## config.mk

```make
export PLATFORM = sky130hd
export DESIGN_NAME = prio_enc_rr
export DESIGN_NICKNAME = d
export VERILOG_FILES = /design/src/rtl/prio_enc_pkg.sv /design/src/rtl/prio_search.sv /design/src/rtl/prio_enc_rr.sv
export SDC_FILE = /design/constraint.sdc
export NUM_CORES = 1
export LEC_CHECK = 0
export CAP_MARGIN = 20
export CORE_UTILIZATION = 35
export DETAILED_ROUTE_END_ITERATION = 7
export PLACE_DENSITY_LB_ADDON = 0.12
export SLEW_MARGIN = 20
export SYNTH_ARGS = -nofsm -noshare
export SYNTH_HDL_FRONTEND = slang
export SYNTH_SLANG_ARGS = --single-unit
export TNS_END_PERCENT = 20
```

## constraint.sdc

```tcl
create_clock -name clk_i -period 6.9 [get_ports clk_i]
set_input_delay 1.035 -clock clk_i [delete_from_list [all_inputs] [get_ports clk_i]]
set_output_delay 1.035 -clock clk_i [all_outputs]
set_load 0.01 [all_outputs]
```

## src/rtl/prio_enc_pkg.sv

```systemverilog
// Shared constants and helpers for the round-robin / fixed-priority encoder.
package prio_enc_pkg;

    localparam logic MODE_FIXED = 1'b0;
    localparam logic MODE_RR    = 1'b1;

    // Index width; a 2-input encoder still needs one bit.
    function automatic int idx_width(input int n);
        if (n <= 2) begin
            return 1;
        end else begin
            return $clog2(n);
        end
    endfunction

endpackage

```

## src/rtl/prio_search.sv

```systemverilog
// Combinational search: first set bit walking down from top_i with wrap-around.
module prio_search
    import prio_enc_pkg::*;
#(
    parameter int N  = 8,
    parameter int IW = idx_width(N)
) (
    input  logic [N-1:0]  req_i,
    input  logic [IW-1:0] top_i,
    input  logic [N-1:0]  excl_i,
    output logic          found_o,
    output logic [IW-1:0] idx_o
);

    logic [N-1:0] masked_s;
    logic [N-1:0] rot_s;
    int           top_s;
    int           src_s;
    int           sel_s;
    int           win_s;

    // Rotate so that top lands in bit N-1, take the highest set bit, rotate back.
    always_comb begin
        masked_s = req_i & ~excl_i;
        top_s    = (int'(top_i) >= N) ? (N - 1) : int'(top_i);
        rot_s    = '0;
        src_s    = 0;
        for (int j = 0; j < N; j++) begin
            src_s    = top_s + 1 + j;
            src_s    = (src_s >= N) ? (src_s - N) : src_s;
            rot_s[j] = masked_s[IW'(src_s)];
        end
        sel_s = 0;
        for (int j = 0; j < N; j++) begin
            sel_s = rot_s[j] ? j : sel_s;
        end
        win_s   = top_s + 1 + sel_s;
        win_s   = (win_s >= N) ? (win_s - N) : win_s;
        found_o = |rot_s;
        idx_o   = IW'(win_s);
    end

endmodule

```

## src/rtl/prio_enc_rr.sv

```systemverilog
// Registered N-input priority encoder/arbiter with fixed or round-robin order
// and a valid/ready grant handshake that never withdraws a presented grant.
module prio_enc_rr
    import prio_enc_pkg::*;
#(
    parameter  int N  = 8,
    localparam int IW = idx_width(N)
) (
    input  logic          clk_i,
    input  logic          rst_i,
    input  logic [N-1:0]  req_i,
    input  logic          rr_en_i,
    input  logic          gnt_ready_i,
    output logic          gnt_valid_o,
    output logic [IW-1:0] gnt_idx_o,
    output logic [N-1:0]  gnt_onehot_o
);

    localparam logic [IW-1:0] TOP_FIXED = IW'(N - 1);

    logic          gnt_valid_q, gnt_valid_d;
    logic [IW-1:0] gnt_idx_q,   gnt_idx_d;
    logic [N-1:0]  gnt_onehot_q, gnt_onehot_d;
    logic [IW-1:0] ptr_q,       ptr_d;

    logic          accept_s;
    logic          load_s;
    logic          rr_mode_s;
    logic [IW-1:0] top_s;
    logic [N-1:0]  others_s;
    logic [N-1:0]  excl_s;
    logic          found_s;
    logic [IW-1:0] win_idx_s;

    // Search control: the just-accepted index is skipped in round-robin
    // unless it is the only requester, so a lone request keeps full rate.
    always_comb begin
        rr_mode_s = (rr_en_i == MODE_RR);
        accept_s  = gnt_valid_q & gnt_ready_i;
        load_s    = ~gnt_valid_q | gnt_ready_i;
        top_s     = rr_mode_s ? ptr_q : TOP_FIXED;
        others_s  = req_i & ~gnt_onehot_q;
        if (accept_s && rr_mode_s && (|others_s)) begin
            excl_s = gnt_onehot_q;
        end else begin
            excl_s = '0;
        end
    end

    prio_search #(
        .N  (N),
        .IW (IW)
    ) u_search (
        .req_i   (req_i),
        .top_i   (top_s),
        .excl_i  (excl_s),
        .found_o (found_s),
        .idx_o   (win_idx_s)
    );

    // Grant register and pointer next-state.
    always_comb begin
        gnt_valid_d  = gnt_valid_q;
        gnt_idx_d    = gnt_idx_q;
        gnt_onehot_d = gnt_onehot_q;
        ptr_d        = ptr_q;
        if (load_s) begin
            if (found_s) begin
                gnt_valid_d             = 1'b1;
                gnt_idx_d               = win_idx_s;
                gnt_onehot_d            = '0;
                gnt_onehot_d[win_idx_s] = 1'b1;
            end else begin
                gnt_valid_d  = 1'b0;
                gnt_onehot_d = '0;
            end
        end else begin
            gnt_valid_d = gnt_valid_q;
        end
        if (accept_s && rr_mode_s) begin
            ptr_d = (gnt_idx_q == '0) ? TOP_FIXED : (gnt_idx_q - IW'(1));
        end else begin
            ptr_d = ptr_q;
        end
    end

    // State registers; reset discards any held grant immediately.
    always_ff @(posedge clk_i or posedge rst_i) begin
        if (rst_i) begin
            gnt_valid_q  <= 1'b0;
            gnt_idx_q    <= '0;
            gnt_onehot_q <= '0;
            ptr_q        <= TOP_FIXED;
        end else begin
            gnt_valid_q  <= gnt_valid_d;
            gnt_idx_q    <= gnt_idx_d;
            gnt_onehot_q <= gnt_onehot_d;
            ptr_q        <= ptr_d;
        end
    end

    assign gnt_valid_o  = gnt_valid_q;
    assign gnt_idx_o    = gnt_idx_q;
    assign gnt_onehot_o = gnt_onehot_q;

endmodule

```

# Word-level counts from Yosys, hierarchy flattened
# Index checks and enable logic that the tools add are counted.
# op_classes
add_sub_neg,19
magnitude_cmp,19
mux,47
bitwise_logic,7
reduce_logical,7
# ops
cell,n
$ge A32 B5 Y1 const B,8
$mux W32,6
$lt A3 B5 Y1 const B,8
$mux W3,11
$add A5 B32 Y32,1
$sub A3 B1 Y3 const B,10
$bmux W1 S3,8
$add A4 B3 Y5 const B,4
$mux W1,19
$and A8 B8 Y8,2
$mux W8,2
$not A8 Y8,2
$reduce_or A8 Y1,2
$add A4 B2 Y5 const B,2
$add A4 B1 Y5 const B,1
$add A3 B1 Y4 const B,1
$ge A4 B4 Y1 const B,1
$lt A3 B4 Y1 const B,1
$demux W1 S3,1
$ge A3 B1 Y1 const B,1
$logic_and A1 B1 Y1,3
$logic_not A3 Y1,1
$reduce_and A2 Y1,1
$and A1 B1 Y1,1
2 further kinds,2
# totals
ff_bits,15
in_bits,12
output_inout_bits,12
elab_cells,103

# Logic depth before layout (Yosys ltp)
# depth
word_depth,25
ltp_mapped,17
ltp_nobuf,16

# By module
# From an unflattened synthesis, not the netlist that was laid out.
# hier_totals
cells_unflattened,152
area_unflattened_um2,1435.1
# by_module_without_submodules
mod,n_inst,cells_each,area_per_inst_um2,seq_area_each_um2
prio_enc_rr,1,82,813.3,379.1
prio_search,1,70,621.8,0.0

# Worst setup path after synthesis
# Ideal clock, no wire load.
# synth_path
path_kind,input port to flip-flop
startpoint,in rr_en_i
endpoint,reg gnt_onehot_q[1] (netlist: gnt_onehot_o[1])
setup_time_ns,0.122
t_arrival_ns,4.128
t_required_ns,6.778
slack_ns,2.650
cell_stages,13
n_path_buf,0
cell_sequence,nor2b_1 > inv_1 > ha_1 > xnor2_2 > xor2_1 > mux4_2 > a221oi_1 > o21bai_1 > ha_1 > inv_1 > fa_1 > and2_1 > a32o_1
# synth_between
elab_chain_len,23
word_cells_on_any_way,80
cone_classes,add/sub (18); order compare (11); mux (45); bitwise (2); reduce/logical (4)
# synth_rtl
element,line_no,source
start: declaration,prio_enc_rr.sv:12,"input logic rr_en_i,"
$mux W3 / $logic_and A1 B1 Y1 (equally long branches),"prio_enc_rr.sv:41, prio_enc_rr.sv:43",
$add A3 B1 Y4 / $logic_and A1 B1 Y1 (equally long branches),"prio_search.sv:29, prio_search.sv:37, prio_enc_rr.sv:43",
$add A4 B1 Y5 / $mux W8 (equally long branches),"prio_search.sv:29, prio_enc_rr.sv:43",
$ge A32 B5 Y1 (tied with other cells),prio_search.sv:30,src_s = (src_s >= N) ? (src_s - N) : src_s;
$mux W3 / $and A8 B8 Y8 (equally long branches),"prio_search.sv:30, prio_search.sv:24",
$bmux W1 S3,prio_search.sv:31,rot_s[j] = masked_s[IW'(src_s)];
$mux W1 (implied by the code) (2 in series),prio_search.sv:31,
$mux W1,prio_search.sv:35,sel_s = rot_s[j] ? j : sel_s;
$mux W32 (6 in series),prio_search.sv:35,
$add A5 B32 Y32,prio_search.sv:37,win_s = top_s + 1 + sel_s;
$ge A32 B5 Y1 / $sub A3 B1 Y3 (equally long branches),prio_search.sv:38,win_s = (win_s >= N) ? (win_s - N) : win_s;
$mux W3,prio_search.sv:38,
$lt A3 B4 Y1 (implied by the code) / $ge A3 B1 Y1 (equally long branches),prio_enc_rr.sv:72,gnt_onehot_d[win_idx_s] = 1'b1;
$logic_and A1 B1 Y1 (implied by the code),prio_enc_rr.sv:72,
$mux W1 (implied by the code),prio_enc_rr.sv:72,
$demux W1 S3,prio_enc_rr.sv:72,
$mux W8 (*),prio_enc_rr.sv:68,if (found_s) begin
end signal: assignment,prio_enc_rr.sv:97,gnt_onehot_q <= gnt_onehot_d;
end: declaration,prio_enc_rr.sv:23,"logic [N-1:0] gnt_onehot_q, gnt_onehot_d;"
# Mark *: on every way between the ends. The rest lies on a longest branch, timed or not. The select of a mux whose other input is x is not followed.
# A chain may end at the register's enable or synchronous reset.

# Worst setup path after layout
# layout_path
startpoint,in rr_en_i
endpoint,reg gnt_onehot_q[2] (netlist: gnt_onehot_o[2])
# The elaborated chain is that of the path after synthesis.

==> reports/qor.yml <==
outcome:
  status: "finished, final reports clean"
yosys:
  synth-main-ff-cell: "dfrtp_1"
  yosysMostFrequentCell: "nand2_1"
  syn_nets: 172
  yosysWarnings: 0
  yosysUniqueCellTypes: 31
  async_reset_ff_frac: 1.00
  ys_top_cells_by_count: "26 x nand2_1, 16 x o22ai_1, 12 x a21oi_1, 12 x dfrtp_1, 12 x inv_1"
  synth_cells: 154
  synth_area_leaders: "dfrtp_1 22%, o22ai_1 7.5%, nand2_1 7.3%"
  yosysSeqAreaShare: 0.284
  synth_edf_count: 0
  mappedNetlistArea_um2: 1340
  ys_ff_latch: 15
  synth.avg_cell_area_um2: 8.68
  yosysTopAreaCell: "dfrtp_1"
  synth_top_area_frac: 0.225
place:
  placed_cells: 220
  dp_worst_setup_slack_ps: 1700
  dpl_cell_area_um2: 1600
  place_hpwl_mm: 2.78
  io_buffers: 23
  routabilityCongestion: 0.817
cells_and_area:
  postLayoutCoreUtil: 0.450
  final_cells: 224
  stdcell_area_um2: 1650
  drive_gt1_frac: 0.0852
  area_delta_synth_final_pct: 23.4
  antenna_cells: 0
  nets: 195
drt:
  drtAntennaViolNets: 0
  drt_iter0_markers: 143
  viasPerCell: 5.67
  wl_mm: 3.54
  wire_per_inst_um: 15.8
  via_count: 1270
  drt_drc_violations_left: 0
  dr.pass1.iters: 4
pwr:
  p_per_area_nw_per_um2: 442
  p_leak_nw: 0.657
  ir_drop_uv: 257
  finalPower_uw: 729
clock_network:
  cts_buffers: 3
  tritoncts: "done"
  path_clk_slew_ps: 60
  htree_levels: 1
  cts_hold_buf: 0
  postCtsSetupBuffers: 0
  cts.sinks: 15
  cts_buffer_depth: 2
  cts_resized: 0
  root_buffer: "clkbuf_8"
  clk_latency_ps: 240
sta:
  tightest_slew_ps: 906
  finalClockSkew_ps: 1.79
  max_freq_mhz: 201
  period_needed_ps: 4980
  fin_crit_sh: 0.721
  holdWs_ps: 502
  fin_ws_ps: 1920
  final_max_slew_viol_count: 0
  setup_viol: 0
  hold_violations: 0
  max_slew_margin: 0.396
  rsz0062_at_grt: "no"
  fin_tns_setup_ps: 0
global_routing:
  grt-ovfl-total: 0
  grt_pass1_wl_mm: 6.00
  antenna_found_initial: 0
  grt_max_degree: 16
  grt_pass1_vias: 1291
  track_usage: 0.187
worst_setup_path:
  endpoint_kind: "register"
  reg2reg_to: "gnt_onehot_o[2]$_DFFE_PP0N_"
  startpoint_type: "primary input"
  cp_data_required_time_ps: 7080
  cp_data_arrival_time_ps: 5160
  regToRegSetupSlack_ps: 2870
  cp_max_fo: 10
  critPathKind: "in -> reg"
  r2r-start: "gnt_onehot_o[7]$_DFFE_PP0N_"
  r2r_cells: 15
worst_hold_path:
  min_to: "ptr_q[0]$_DFFE_PP1N_"
  hp-start: "gnt_idx_o[0]$_DFFE_PP0P_"
  hold_depth: 1
  hold_path.class: "reg -> reg"
floorplan:
  core_um2: 3660
  core.rowCount: 22
  fp.dieH_um: 63.8
  dieArea_um2: 4070
  fp.dieW_um: 63.8
  initial_core_util: 0.365
  io_pins: 24
run:
  maxCapViolCount: 0
-- layout make-up --
cell class | instances | area, um^2
Sequential cell | 15 | 379
Tap cell | 48 | 60.1
Fill cell | 363 | 2010
Multi-Input combinational cell | 122 | 888
Clock buffer | 3 | 41.3
Timing Repair Buffer | 23 | 230
Clock inverter | 1 | 5.00
Inverter | 12 | 45.0
-- sequential cells by signal (all words and copies together) (netlist names) --
name and count:
ptr_q 3, gnt_onehot_o 8, gnt_valid_o 1, gnt_idx_o 3
-- worst max-delay path by stage --
stage,endpoint,start,cells past startpoint
2_1_floorplan,gnt_onehot_o[1]$_DFFE_PP0N_,rr_en_i,13
3_3_place_gp,gnt_onehot_o[0]$_DFFE_PP0N_,rr_en_i,16
3_5_place_dp,gnt_onehot_o[0]$_DFFE_PP0N_,rr_en_i,16
4_1_cts,gnt_onehot_o[0]$_DFFE_PP0N_,rr_en_i,16
5_1_grt,gnt_onehot_o[2]$_DFFE_PP0N_,rr_en_i,16
6_report,gnt_onehot_o[2]$_DFFE_PP0N_,rr_en_i,16
-- power breakdown --
group          internal, mW  switching (mW)  total, mW
clock network        0.0399          0.0296     0.0695
registers             0.125          0.0238      0.148
logic                 0.219           0.292      0.511
total                 0.383           0.346      0.729
-- placed cells by master, fill, tap and decap left out, types with 3 or more instances in the layout --
cell type / count
nand2_1: 26
clkdlybuf4s50_1: 23
o22ai_1: 16
inv_1: 12
a21oi_1: 12
dfrtp_1: 12
nor2b_1: 11
nor2_1: 10
a32o_1: 8
mux2i_1: 5
ha_1: 5
xor2_1: 3
mux4_2: 3
nor3_1: 3
clkbuf_8: 3
dfstp_2: 3
-- worst max-delay path, cell delays in order --
cell,delay [ps]
clkdlybuf4s50_1,500
nor2b_1,300
inv_1,170
ha_1,240
xnor2_2,430
xor2_1,350
mux2i_1,130
mux2i_1,250
a221oi_1,120
o21bai_1,140
ha_1,160
inv_1,50
fa_1,380
xor2_1,200
xnor2_1,440
a32o_1,250
-- cells by family after synthesis --
| family | after synthesis | share of synthesized area |
|---|---|---|
| XOR/XNOR | 5 | 0.0384 |
| adder cells (fa/ha/maj) | 6 | 0.0618 |
| flip-flops | 15 | 0.284 |
| AO/OA/AOI/OAI | 45 | 0.259 |
| multiplexers | 9 | 0.0964 |
| buffers and inverters | 17 | 0.0515 |
| AND/OR/NAND/NOR | 57 | 0.209 |
-- metal layers --
layer  vias up  track usage  wire (um)
met5         -            0          0
met4         0       0.0653         49
met3         8       0.0321        132
met2        35        0.309       1720
met1       619        0.244       1630
li1        608            -          -
No activity file was read; power rests on OpenSTA's default activity.
